File: src/rtl/rx_intf_pkt_packer_pkg.sv
// Shared definitions for the rx_intf packet packer: header field layout and FSM encoding.
package rx_intf_pkt_packer_pkg;

    localparam int HDR_WORDS = 2;

    localparam int LEN_LSB  = 0;
    localparam int RATE_LSB = 16;
    localparam int RSSI_LSB = 20;

    typedef logic [2:0] state_t;

    localparam state_t ST_IDLE    = 3'd0;
    localparam state_t ST_HDR0    = 3'd1;
    localparam state_t ST_HDR1    = 3'd2;
    localparam state_t ST_PAYLOAD = 3'd3;
    localparam state_t ST_TRIG    = 3'd4;

    function automatic logic [63:0] build_hdr(input logic [15:0] len,
                                              input logic [3:0]  rate,
                                              input logic [10:0] rssi);
        logic [63:0] h;
        h = '0;
        h[LEN_LSB  +: 16] = len;
        h[RATE_LSB +: 4]  = rate;
        h[RSSI_LSB +: 11] = rssi;
        return h;
    endfunction

endpackage

File: src/rtl/rx_intf_pkt_packer_if.sv
// Packer-to-DMA-master FIFO port: word write strobe, transfer trigger and FIFO status.
interface rx_intf_pkt_packer_if #(
    parameter int DW = 64,
    parameter int SW = 14
);
    logic [DW-1:0] data_to_acc;
    logic          data_ready_to_acc;
    logic          start_1trans;
    logic [SW-1:0] num_dma_symbol;
    logic [SW-1:0] fifo_data_count;
    logic          fifo_fulln;

    modport master (
        output data_to_acc, data_ready_to_acc, start_1trans, num_dma_symbol,
        input  fifo_data_count, fifo_fulln
    );

    modport slave (
        input  data_to_acc, data_ready_to_acc, start_1trans, num_dma_symbol,
        output fifo_data_count, fifo_fulln
    );
endinterface

File: src/rtl/rx_intf_pkt_packer.sv
// Prepends a two-word header to each received packet and packs payload bytes
// little-endian into 64-bit words for the DMA master FIFO.
//   state   | meaning
//   IDLE    | waiting for an admissible pkt_start
//   HDR0    | writing timestamp word
//   HDR1    | writing len/rate/rssi header word
//   PAYLOAD | writing packed payload words as they complete
//   TRIG    | start_1trans pulse, symbol count presented
module rx_intf_pkt_packer
    import rx_intf_pkt_packer_pkg::*;
#(
    parameter int C_M_AXIS_TDATA_WIDTH   = 64,
    parameter int MAX_NUM_DMA_SYMBOL     = 8192,
    parameter int MAX_BIT_NUM_DMA_SYMBOL = 14
) (
    input  logic        clk,
    input  logic        rst,
    input  logic        pkt_start,
    input  logic [15:0] pkt_len,
    input  logic [63:0] timestamp,
    input  logic [10:0] rssi_half_db,
    input  logic [3:0]  rate,
    input  logic [7:0]  byte_in,
    input  logic        byte_in_valid,
    rx_intf_pkt_packer_if.master dma,
    output logic        pkt_drop,
    output logic        busy
);
    localparam int DW = C_M_AXIS_TDATA_WIDTH;
    localparam int SW = MAX_BIT_NUM_DMA_SYMBOL;

    state_t        state, state_nxt;
    logic [15:0]   len_q;
    logic [63:0]   ts_q;
    logic [10:0]   rssi_q;
    logic [3:0]    rate_q;
    logic [16:0]   need_q;
    logic [15:0]   byte_cnt;
    logic [DW-1:0] pack_q;
    logic          wq_valid, wq_last;
    logic [DW-1:0] wq_data;
    logic [SW-1:0] nds_q;
    logic          drop_q;

    logic [16:0]   len_ext, need_w;
    logic          fits, accept;
    logic          byte_ok, last_byte, word_done, wq_write;
    logic [2:0]    lane;
    logic [DW-1:0] word_cur;
    logic [DW-1:0] wr_data;
    logic          wr_en, trig;

    // Admission: need computed in 17 bits so a 64 KiB packet cannot wrap.
    always_comb begin
        len_ext = {1'b0, pkt_len};
        need_w  = 17'(HDR_WORDS) + ((len_ext + 17'd7) >> 3);
        fits    = (need_w + 17'(dma.fifo_data_count)) <= 17'(MAX_NUM_DMA_SYMBOL);
        accept  = pkt_start && (state == ST_IDLE) && fits;
    end

    always_comb begin
        byte_ok   = byte_in_valid && (byte_cnt < len_q) &&
                    ((state == ST_HDR0) || (state == ST_HDR1) || (state == ST_PAYLOAD));
        lane      = byte_cnt[2:0];
        last_byte = (byte_cnt == (len_q - 16'd1));
        word_done = byte_ok && ((lane == 3'd7) || last_byte);
        word_cur  = pack_q | (DW'(byte_in) << {lane, 3'b000});
        wq_write  = (state == ST_PAYLOAD) && wq_valid;
    end

    always_ff @(posedge clk) begin
        if (rst) state <= ST_IDLE;
        else     state <= state_nxt;
    end

    always_comb begin
        state_nxt = state;
        case (state)
            ST_IDLE:    if (accept) state_nxt = ST_HDR0;
            ST_HDR0:    state_nxt = ST_HDR1;
            ST_HDR1:    state_nxt = (len_q == 16'd0) ? ST_TRIG : ST_PAYLOAD;
            ST_PAYLOAD: if (wq_write && wq_last) state_nxt = ST_TRIG;
            ST_TRIG:    state_nxt = ST_IDLE;
            default:    state_nxt = ST_IDLE;
        endcase
    end

    always_comb begin
        wr_en   = 1'b0;
        wr_data = '0;
        trig    = 1'b0;
        case (state)
            ST_HDR0: begin
                wr_en   = 1'b1;
                wr_data = DW'(ts_q);
            end
            ST_HDR1: begin
                wr_en   = 1'b1;
                wr_data = DW'(build_hdr(len_q, rate_q, rssi_q));
            end
            ST_PAYLOAD: begin
                wr_en   = wq_valid;
                wr_data = wq_valid ? wq_data : '0;
            end
            ST_TRIG:  trig = 1'b1;
            default: ;
        endcase
    end

    // wq holds one completed word; a word finishing during the header
    // writes simply waits here until the first PAYLOAD cycle.
    always_ff @(posedge clk) begin
        if (rst) begin
            len_q    <= '0;
            ts_q     <= '0;
            rssi_q   <= '0;
            rate_q   <= '0;
            need_q   <= '0;
            byte_cnt <= '0;
            pack_q   <= '0;
            wq_valid <= 1'b0;
            wq_last  <= 1'b0;
            wq_data  <= '0;
            nds_q    <= '0;
            drop_q   <= 1'b0;
        end else begin
            drop_q <= pkt_start && !accept;
            if (accept) begin
                len_q    <= pkt_len;
                ts_q     <= timestamp;
                rssi_q   <= rssi_half_db;
                rate_q   <= rate;
                need_q   <= need_w;
                byte_cnt <= '0;
                pack_q   <= '0;
                wq_valid <= 1'b0;
                wq_last  <= 1'b0;
            end else begin
                if (byte_ok) begin
                    byte_cnt <= byte_cnt + 16'd1;
                    pack_q   <= word_done ? '0 : word_cur;
                end
                if (word_done) begin
                    wq_valid <= 1'b1;
                    wq_data  <= word_cur;
                    wq_last  <= last_byte;
                end else if (wq_write) begin
                    wq_valid <= 1'b0;
                    wq_last  <= 1'b0;
                end
            end
            if (state_nxt == ST_TRIG) nds_q <= SW'(need_q - 17'd1);
        end
    end

    assign dma.data_to_acc       = wr_data;
    assign dma.data_ready_to_acc = wr_en;
    assign dma.start_1trans      = trig;
    assign dma.num_dma_symbol    = nds_q;
    assign pkt_drop              = drop_q;
    assign busy                  = (state != ST_IDLE);

endmodule

File: src/flat_wrapper.sv
// flat-port wrapper written by rule: the top's interface ports become plain ports
module rx_intf_pkt_packer_flat import rx_intf_pkt_packer_pkg::*;
#(
    parameter int C_M_AXIS_TDATA_WIDTH   = 64,
    parameter int MAX_NUM_DMA_SYMBOL     = 8192,
    parameter int MAX_BIT_NUM_DMA_SYMBOL = 14
)
  (clk, rst, pkt_start, pkt_len, timestamp, rssi_half_db, rate, byte_in, byte_in_valid, pkt_drop, busy, dma_data_to_acc, dma_data_ready_to_acc, dma_start_1trans, dma_num_dma_symbol, dma_fifo_data_count, dma_fifo_fulln);
  rx_intf_pkt_packer_if #(.DW(64), .SW(14)) dma_i ();
  input  logic clk;
  input  logic rst;
  input  logic pkt_start;
  input  logic [15:0] pkt_len;
  input  logic [63:0] timestamp;
  input  logic [10:0] rssi_half_db;
  input  logic [3:0] rate;
  input  logic [7:0] byte_in;
  input  logic byte_in_valid;
  output logic pkt_drop;
  output logic busy;
  output wire logic [$bits(dma_i.data_to_acc)-1:0] dma_data_to_acc;
  output wire logic [$bits(dma_i.data_ready_to_acc)-1:0] dma_data_ready_to_acc;
  output wire logic [$bits(dma_i.start_1trans)-1:0] dma_start_1trans;
  output wire logic [$bits(dma_i.num_dma_symbol)-1:0] dma_num_dma_symbol;
  input wire logic [$bits(dma_i.fifo_data_count)-1:0] dma_fifo_data_count;
  input wire logic [$bits(dma_i.fifo_fulln)-1:0] dma_fifo_fulln;
  assign dma_data_to_acc = dma_i.data_to_acc;
  assign dma_data_ready_to_acc = dma_i.data_ready_to_acc;
  assign dma_start_1trans = dma_i.start_1trans;
  assign dma_num_dma_symbol = dma_i.num_dma_symbol;
  assign dma_i.fifo_data_count = dma_fifo_data_count;
  assign dma_i.fifo_fulln = dma_fifo_fulln;
  rx_intf_pkt_packer #(.C_M_AXIS_TDATA_WIDTH(C_M_AXIS_TDATA_WIDTH), .MAX_NUM_DMA_SYMBOL(MAX_NUM_DMA_SYMBOL), .MAX_BIT_NUM_DMA_SYMBOL(MAX_BIT_NUM_DMA_SYMBOL)) u_core (.clk(clk), .rst(rst), .pkt_start(pkt_start), .pkt_len(pkt_len), .timestamp(timestamp), .rssi_half_db(rssi_half_db), .rate(rate), .byte_in(byte_in), .byte_in_valid(byte_in_valid), .dma(dma_i), .pkt_drop(pkt_drop), .busy(busy));
endmodule
File: config.mk
export PLATFORM = sky130hd
export DESIGN_NAME = rx_intf_pkt_packer_flat
export DESIGN_NICKNAME = d
export VERILOG_FILES = /design/src/rtl/rx_intf_pkt_packer_pkg.sv /design/src/rtl/rx_intf_pkt_packer_if.sv /design/src/rtl/rx_intf_pkt_packer.sv /design/src/flat_wrapper.sv
export SDC_FILE = /design/constraint.sdc
export NUM_CORES = 1
export LEC_CHECK = 0
export CAP_MARGIN = 25
export CORE_UTILIZATION = 55
export CTS_CLUSTER_DIAMETER = 60
export CTS_CLUSTER_SIZE = 20
export DETAILED_ROUTE_END_ITERATION = 8
export MAX_ROUTING_LAYER = met4
export PLACE_DENSITY = 0.81
export SYNTH_ARGS = -nofsm -noshare
export SYNTH_HDL_FRONTEND = slang
export SYNTH_SLANG_ARGS = --single-unit
File: constraint.sdc
create_clock -name clk -period 6.5 [get_ports clk]
set_clock_uncertainty 0.15 [all_clocks]
set_input_delay 1.3 -clock clk [delete_from_list [all_inputs] [get_ports clk]]
set_output_delay 1.3 -clock clk [all_outputs]
set_load 0.02 [all_outputs]
==> results.tsv, run 1 <==
metric	value	unit
status	finished clean	
syn_area_per_cell	8.329	um2
clock_sink_count	273	
cts_resized	0	
holdCritStartpoint	u_core.rate_q[2]	
fin_util	67.13	%
drt_wl_total	39.74	mm
worst-setup-path-type	in2reg	
yosys.area.top_type_share	40.21	%
maxCapViolations	0	
fin_nets	1870	
setup.worst_path.start_class	primary input	
grt-ovfl-total	0	
cts_setup_buffers	0	
cp_top_family	compound AO/OA/AOI/OAI gates	
fillerInstances	2009	
timing.setup.tns	0	ps
synth_edf_count	0	
post-route-min-period	5847	ps
clkPwrFrac	31.6	%
hold_path_end	u_core.rate_q[2]	
die_h	159.2	um
r2r_end	u_core.wq_data[48]	
ioPinCount	204	
fmax	171.0	MHz
irDropWorstVdd	0.1465	mV
rows	57	
pwr-share-seq	44.8	%
slowest_stage	clkdlybuf4s50_1	
vias_per_cell	6.402	
power_frac_comb	23.6	%
syn_nets	1790	
core	24250	um2
multiInputGateArea	7136	um2
holdPathStages	2	
ant_nets	0	
cp.required	6710	ps
power.leakage	5.606	nW
crit_chain	clkdlybuf4s50_1 > o31a_1 > xor2_1 > ha_1 > inv_1 > maj3_1 > nor2_1 > xnor2_1 > ha_1 > a21oi_1 > nand2_1 > nor2_1 > o31ai_1 > o21ai_0 > nand4b_1 > buf_12 > nor2_4 > buf_12 > nor4_1	
report.final.hold_viol_count	0	
num_vias	13110	
grt_pass1_wl	63.77	mm
path_buf_inv	4	
crit_arrival	6050	ps
cts_buffer_depth	3	
hpwl	26.48	mm
ff2ff_path_depth	9	
design.die.area	25350	um2
grt_max_degree	161	
rsz0062_at_grt	no	
synth_cells	1632	
relSlewSlack	32.24	%
internal-power	0.002780	W
grt_antenna_before_repair	1	
fin_crit_sh	89.95	%
gp_congestion	0.9498	
drv_slew	0	
cts_tree	built	
ys_ff_latch	273	
htreeDepth	1	
initial_utilization	56.06	%
tightest_slew	1009	ps
drc	0	
power_switching	0.001272	W
synthFlopType	dfxtp_1	
synthTopCellsByArea	dfxtp_1 40%, a21oi_1 9.4%, nor3_1 4.3%	
crit_fanout	55	
regArea	5465	um2
yosysUniqueCellTypes	68	
first_iter_violations	1601	
grtUsageTotal	31.28	%
min_path_type	reg2reg	
syn_to_final_growth	19.75	%
clk_pin_slew	80	ps
critPathMaxStageDelay	450	ps
synth_top_area_cell	dfxtp_1	
seq_area_frac_synth	40.21	%
netlist_area	13590	um2
io_buffers	202	
p_per_area	248.9	nW/um2
cts_buffers	20	
wl_per_cell	19.40	um
dr.pass1.iters	7	
reg2reg_slack	2240	ps
hold_ws	330.8	ps
grt_pass1_vias	11910	
yosys_warnings	0	
ctsHoldBuffers	0	
die_width	159.2	um
synthArstFlopShare	0	%
setup_viol	0	
drive_gt1_share	6.384	%
switching_share	31.39	%
clk_latency	510	ps
r2r-start	u_core.len_q[2]	
cts-root-buf	clkbuf_16	
end_kind	flip-flop	
## cells in the mapped netlist, drive strengths merged, types with 4 or more instances
| master | n |
|---|---|
| dfxtp | 273 |
| a21oi | 256 |
| clkbuf | 133 |
| nor3 | 117 |
| nand3 | 115 |
| o21ai | 115 |
| a211oi | 84 |
| nor4 | 70 |
| inv | 64 |
| buf | 43 |
| nor2 | 43 |
| xnor2 | 39 |
| ha | 35 |
| nand2 | 34 |
| a22o | 33 |
| a222oi | 31 |
| xor2 | 23 |
| and2 | 14 |
| and3 | 13 |
| nand4 | 7 |
| a31oi | 6 |
| nand2b | 6 |
| a21o | 5 |
| nor3b | 5 |
| mux2i | 4 |
| nand3b | 4 |
| nor2b | 4 |
| o21a | 4 |
| or3 | 4 |
## how the worst max path moves through the flow
stage | startpoint | endpoint | depth (start not counted)
2_1_floorplan | pkt_len[0] | u_core.need_q[3] | 20
3_5_place_dp | pkt_len[0] | u_core.pack_q[34] | 19
3_3_place_gp | pkt_len[0] | u_core.pack_q[38] | 19
5_1_grt | pkt_len[0] | u_core.pack_q[14] | 19
6_report | pkt_len[0] | u_core.pack_q[14] | 19
4_1_cts | pkt_len[0] | u_core.pack_q[14] | 19
## worst register-to-register path, stage by stage, from the launching register on
cell      delay [ps]
dfxtp_1          420
nor4_4           500
and4_1           420
a21oi_1          100
or3_1            370
nor4_1           380
or4b_4           570
nand2_4          570
buf_4            500
a211oi_1         150
## layout make-up
type,count,area share [%]
Multi-Input combinational cell,1119,43.84
Sequential cell,273,33.57
Timing Repair Buffer,234,14.59
Clock buffer,24,3.359
Tap cell,324,2.490
Inverter,64,1.476
Clock inverter,9,0.6610
Antenna cell,1,0.01537
## state kept, by name (all words and copies together), names as in the netlist
signal,count
u_core.pkt_drop,1
u_core.byte_cnt,16
u_core.need_q,14
u_core.dma.num_dma_symbol,14
u_core.pack_q,64
u_core.state,3
u_core.len_q,16
u_core.rssi_q,11
u_core.wq_valid,1
u_core.wq_data,64
u_core.wq_last,1
u_core.rate_q,4
u_core.ts_q,64
## power by group through the flow
stage               clock (W)  combinational (W)  sequential, W
floorplan                   0           0.000622        0.00183
global placement            0           0.000920        0.00185
detailed placement          0           0.000938        0.00185
CTS                   0.00129           0.000945        0.00181
global route          0.00136            0.00104        0.00182
finish                0.00128           0.000956        0.00181
## cells in the final DEF, fill, tap and decap left out, types with 35 or more instances in the layout
master           Yosys  final
a21oi_1            256    256
ha_1                35     35
inv_1               64     64
nor2_1              43     41
nor3_1             117    117
xnor2_1             39     39
nand3_1            115    115
o21ai_0            115    115
clkdlybuf4s50_1      0    201
dfxtp_1            273    273
a211oi_1            54     53
nor4_1              69     69
## kinds of logic after synthesis
kind of cell	synth area share, %
compound gates	26.66
xor+xnor	3.995
fa+ha+maj	3.443
buf+inv	7.815
flops	40.21
mux	0.3774
simple gates	17.51
## routing by layer
layer / GRT usage (%) / up-vias / wire length, um
li1: - / 6224 / -
met1: 43.60 / 6258 / 17930
met2: 47.97 / 548 / 18020
met3: 3.829 / 82 / 2714
met4: 8.173 / 0 / 1068
met5: - / - / 0
## stage by stage
stage / instance area, um2 / total power, W / setup slack, ps / instances
global route: 16280 / 0.004227 / 340.8 / 2048
global placement: 15580 / 0.002766 / 309.0 / 2011
CTS: 16240 / 0.004045 / 723.8 / 2045
finish: 16280 / 0.004052 / 653.3 / 2048
detailed placement: 15590 / 0.002787 / 210.8 / 2012
floorplan: 13590 / 0.002453 / 1002 / 1632
Note: power is estimated with default switching activity, not from simulation.
==> run 2: changes to the inputs <==
- SLEW_MARGIN: unset -> 25
==> results.tsv, run 2 (synthesis results as in run 1) <==
metric	value	unit
met3_usage	4.923	%
wl_per_cell	19.29	um
hpwl	26.44	mm
maxCapViolations	0	
num_vias	13030	
cp.required	6690	ps
setup.worst_path.start_class	primary input	
dpl_cell_area	15580	um2
io_buffers	202	
fin_crit_sh	90.25	%
rsz0062_at_grt	no	
clock_sink_count	273	
grt_pass1_wl	62.87	mm
drc	0	
cp_top_family	compound AO/OA/AOI/OAI gates	
gp_congestion	0.9498	
met2_usage	47.05	%
worst-setup-path-type	in2reg	
grt_pass1_vias	12030	
rows	57	
crit_arrival	6060	ps
top_regs	u_core.pack_q x64, u_core.ts_q x64, u_core.wq_data x64	
drv_slew	0	
cts_setup_buffers	0	
core	24250	um2
relSlewSlack	29.44	%
cts-root-buf	clkbuf_16	
fillerInstances	2001	
design.die.area	25350	um2
clk_latency	520	ps
end_kind	flip-flop	
post-route-min-period	5866	ps
drive_gt1_share	6.345	%
ctsHoldBuffers	0	
fin_nets	1867	
use_met1	42.24	%
die_width	159.2	um
setup_viol	0	
p_per_area	248.6	nW/um2
initial_utilization	56.06	%
first_iter_violations	1600	
power.leakage	5.594	nW
htreeDepth	1	
clk_pin_slew	80	ps
irDropWorstVdd	0.1725	mV
cts_tree	built	
crit_chain	clkdlybuf4s50_1 > o31a_1 > xor2_1 > ha_1 > inv_1 > maj3_1 > nor2_1 > xnor2_1 > ha_1 > a21oi_1 > nand2_1 > nor2_1 > o31ai_1 > o21ai_0 > nand4b_1 > buf_12 > nor2_4 > buf_12 > nor4_1	
grt_antenna_before_repair	0	
layout_common_cells	273 x dfxtp_1, 256 x a21oi_1, 201 x clkdlybuf4s50_1, 117 x nor3_1	
path_buf_inv	4	
layout.cells.most_common	dfxtp_1	
cts_buffers	20	
ioPinCount	204	
final_area	16230	um2
drt_wl_total	39.40	mm
fmax	170.5	MHz
min_path_type	reg2reg	
cts_buffer_depth	3	
slowest_stage	clkdlybuf4s50_1	
ant_nets	0	
grt-ovfl-total	0	
vias_per_cell	6.381	
tightest_slew	1058	ps
status	finished clean	
antenna_cells	0	
report.final.hold_viol_count	0	
grt_max_degree	161	
die_h	159.2	um
grtUsageTotal	30.82	%
fin_util	66.94	%
dr.pass1.iters	6	
top_usage_layer	met2	
timing.setup.tns	0	ps
syn_to_final_growth	19.41	%
cts_resized	0	
critPathMaxStageDelay	440	ps
crit_fanout	55	
run 2: cell count changes in the layout (fill, tap and decap cells not counted), sizes merged:
cell	change
clkbuf	-4
inv	+3
buf	-2
clkinvlp	-2
diode	-1
run 2: cell type report:
type                    count  area (um2)  share of cell area, %
clock inverters            10       110.1                 0.6783
multi-input cells        1119        7153                  44.07
clock buffers              21       525.5                  3.237
repair buffers            231        2332                  14.37
inverters                  64       240.2                  1.480
flip-flops and latches    273        5465                  33.67
well taps                 324       405.4                  2.497
run 2: worst paths after layout:
check,to,depth (start not counted),from,slack [ps]
worst max register to register,u_core.wq_data[45],11,u_core.len_q[0],2170
worst min register to register,u_core.rssi_q[0],2,u_core.rssi_q[0],330
worst min-delay path,u_core.rssi_q[0],2,u_core.rssi_q[0],330
worst max-delay path,u_core.pack_q[15],19,pkt_len[0],630
run 2: layer usage:
layer | routed length [um] | vias to the layer above
met5 | 0 | -
met4 | 923 | 0
met2 | 17950 | 553
li1 | - | 6210
met3 | 3139 | 61
met1 | 17380 | 6206
run 2: worst reg2reg max path: cells and delay by family, from the launching register on:
| kind | cells | cell delay, ps |
|---|---|---|
| simple gates | 4 | 1700 |
| compound gates | 4 | 820 |
| buf+inv | 2 | 630 |
| flops | 1 | 540 |
| fa+ha+maj | 1 | 340 |
run 2: report_power, final:
part / switching, W / leakage [nW] / total, W / internal (W)
Combinational: 0.000579 / 3.07 / 0.000956 / 0.000377
Clock: 0.000623 / 0.315 / 0.00127 / 0.000643
Sequential: 0.0000672 / 2.21 / 0.00181 / 0.00175
run 2: per-stage QoR:
step           total power, W  instances  hold WS [ps]  setup slack, ps
6_report             0.004035       2042         329.8            633.8
2_1_floorplan        0.002453       1632         303.3             1002
5_1_grt              0.004201       2042         341.9            322.0
3_5_place_dp         0.002788       2011         315.8            197.9
4_1_cts              0.004033       2042         326.9            718.4
3_3_place_gp         0.002766       2011         309.5            309.0
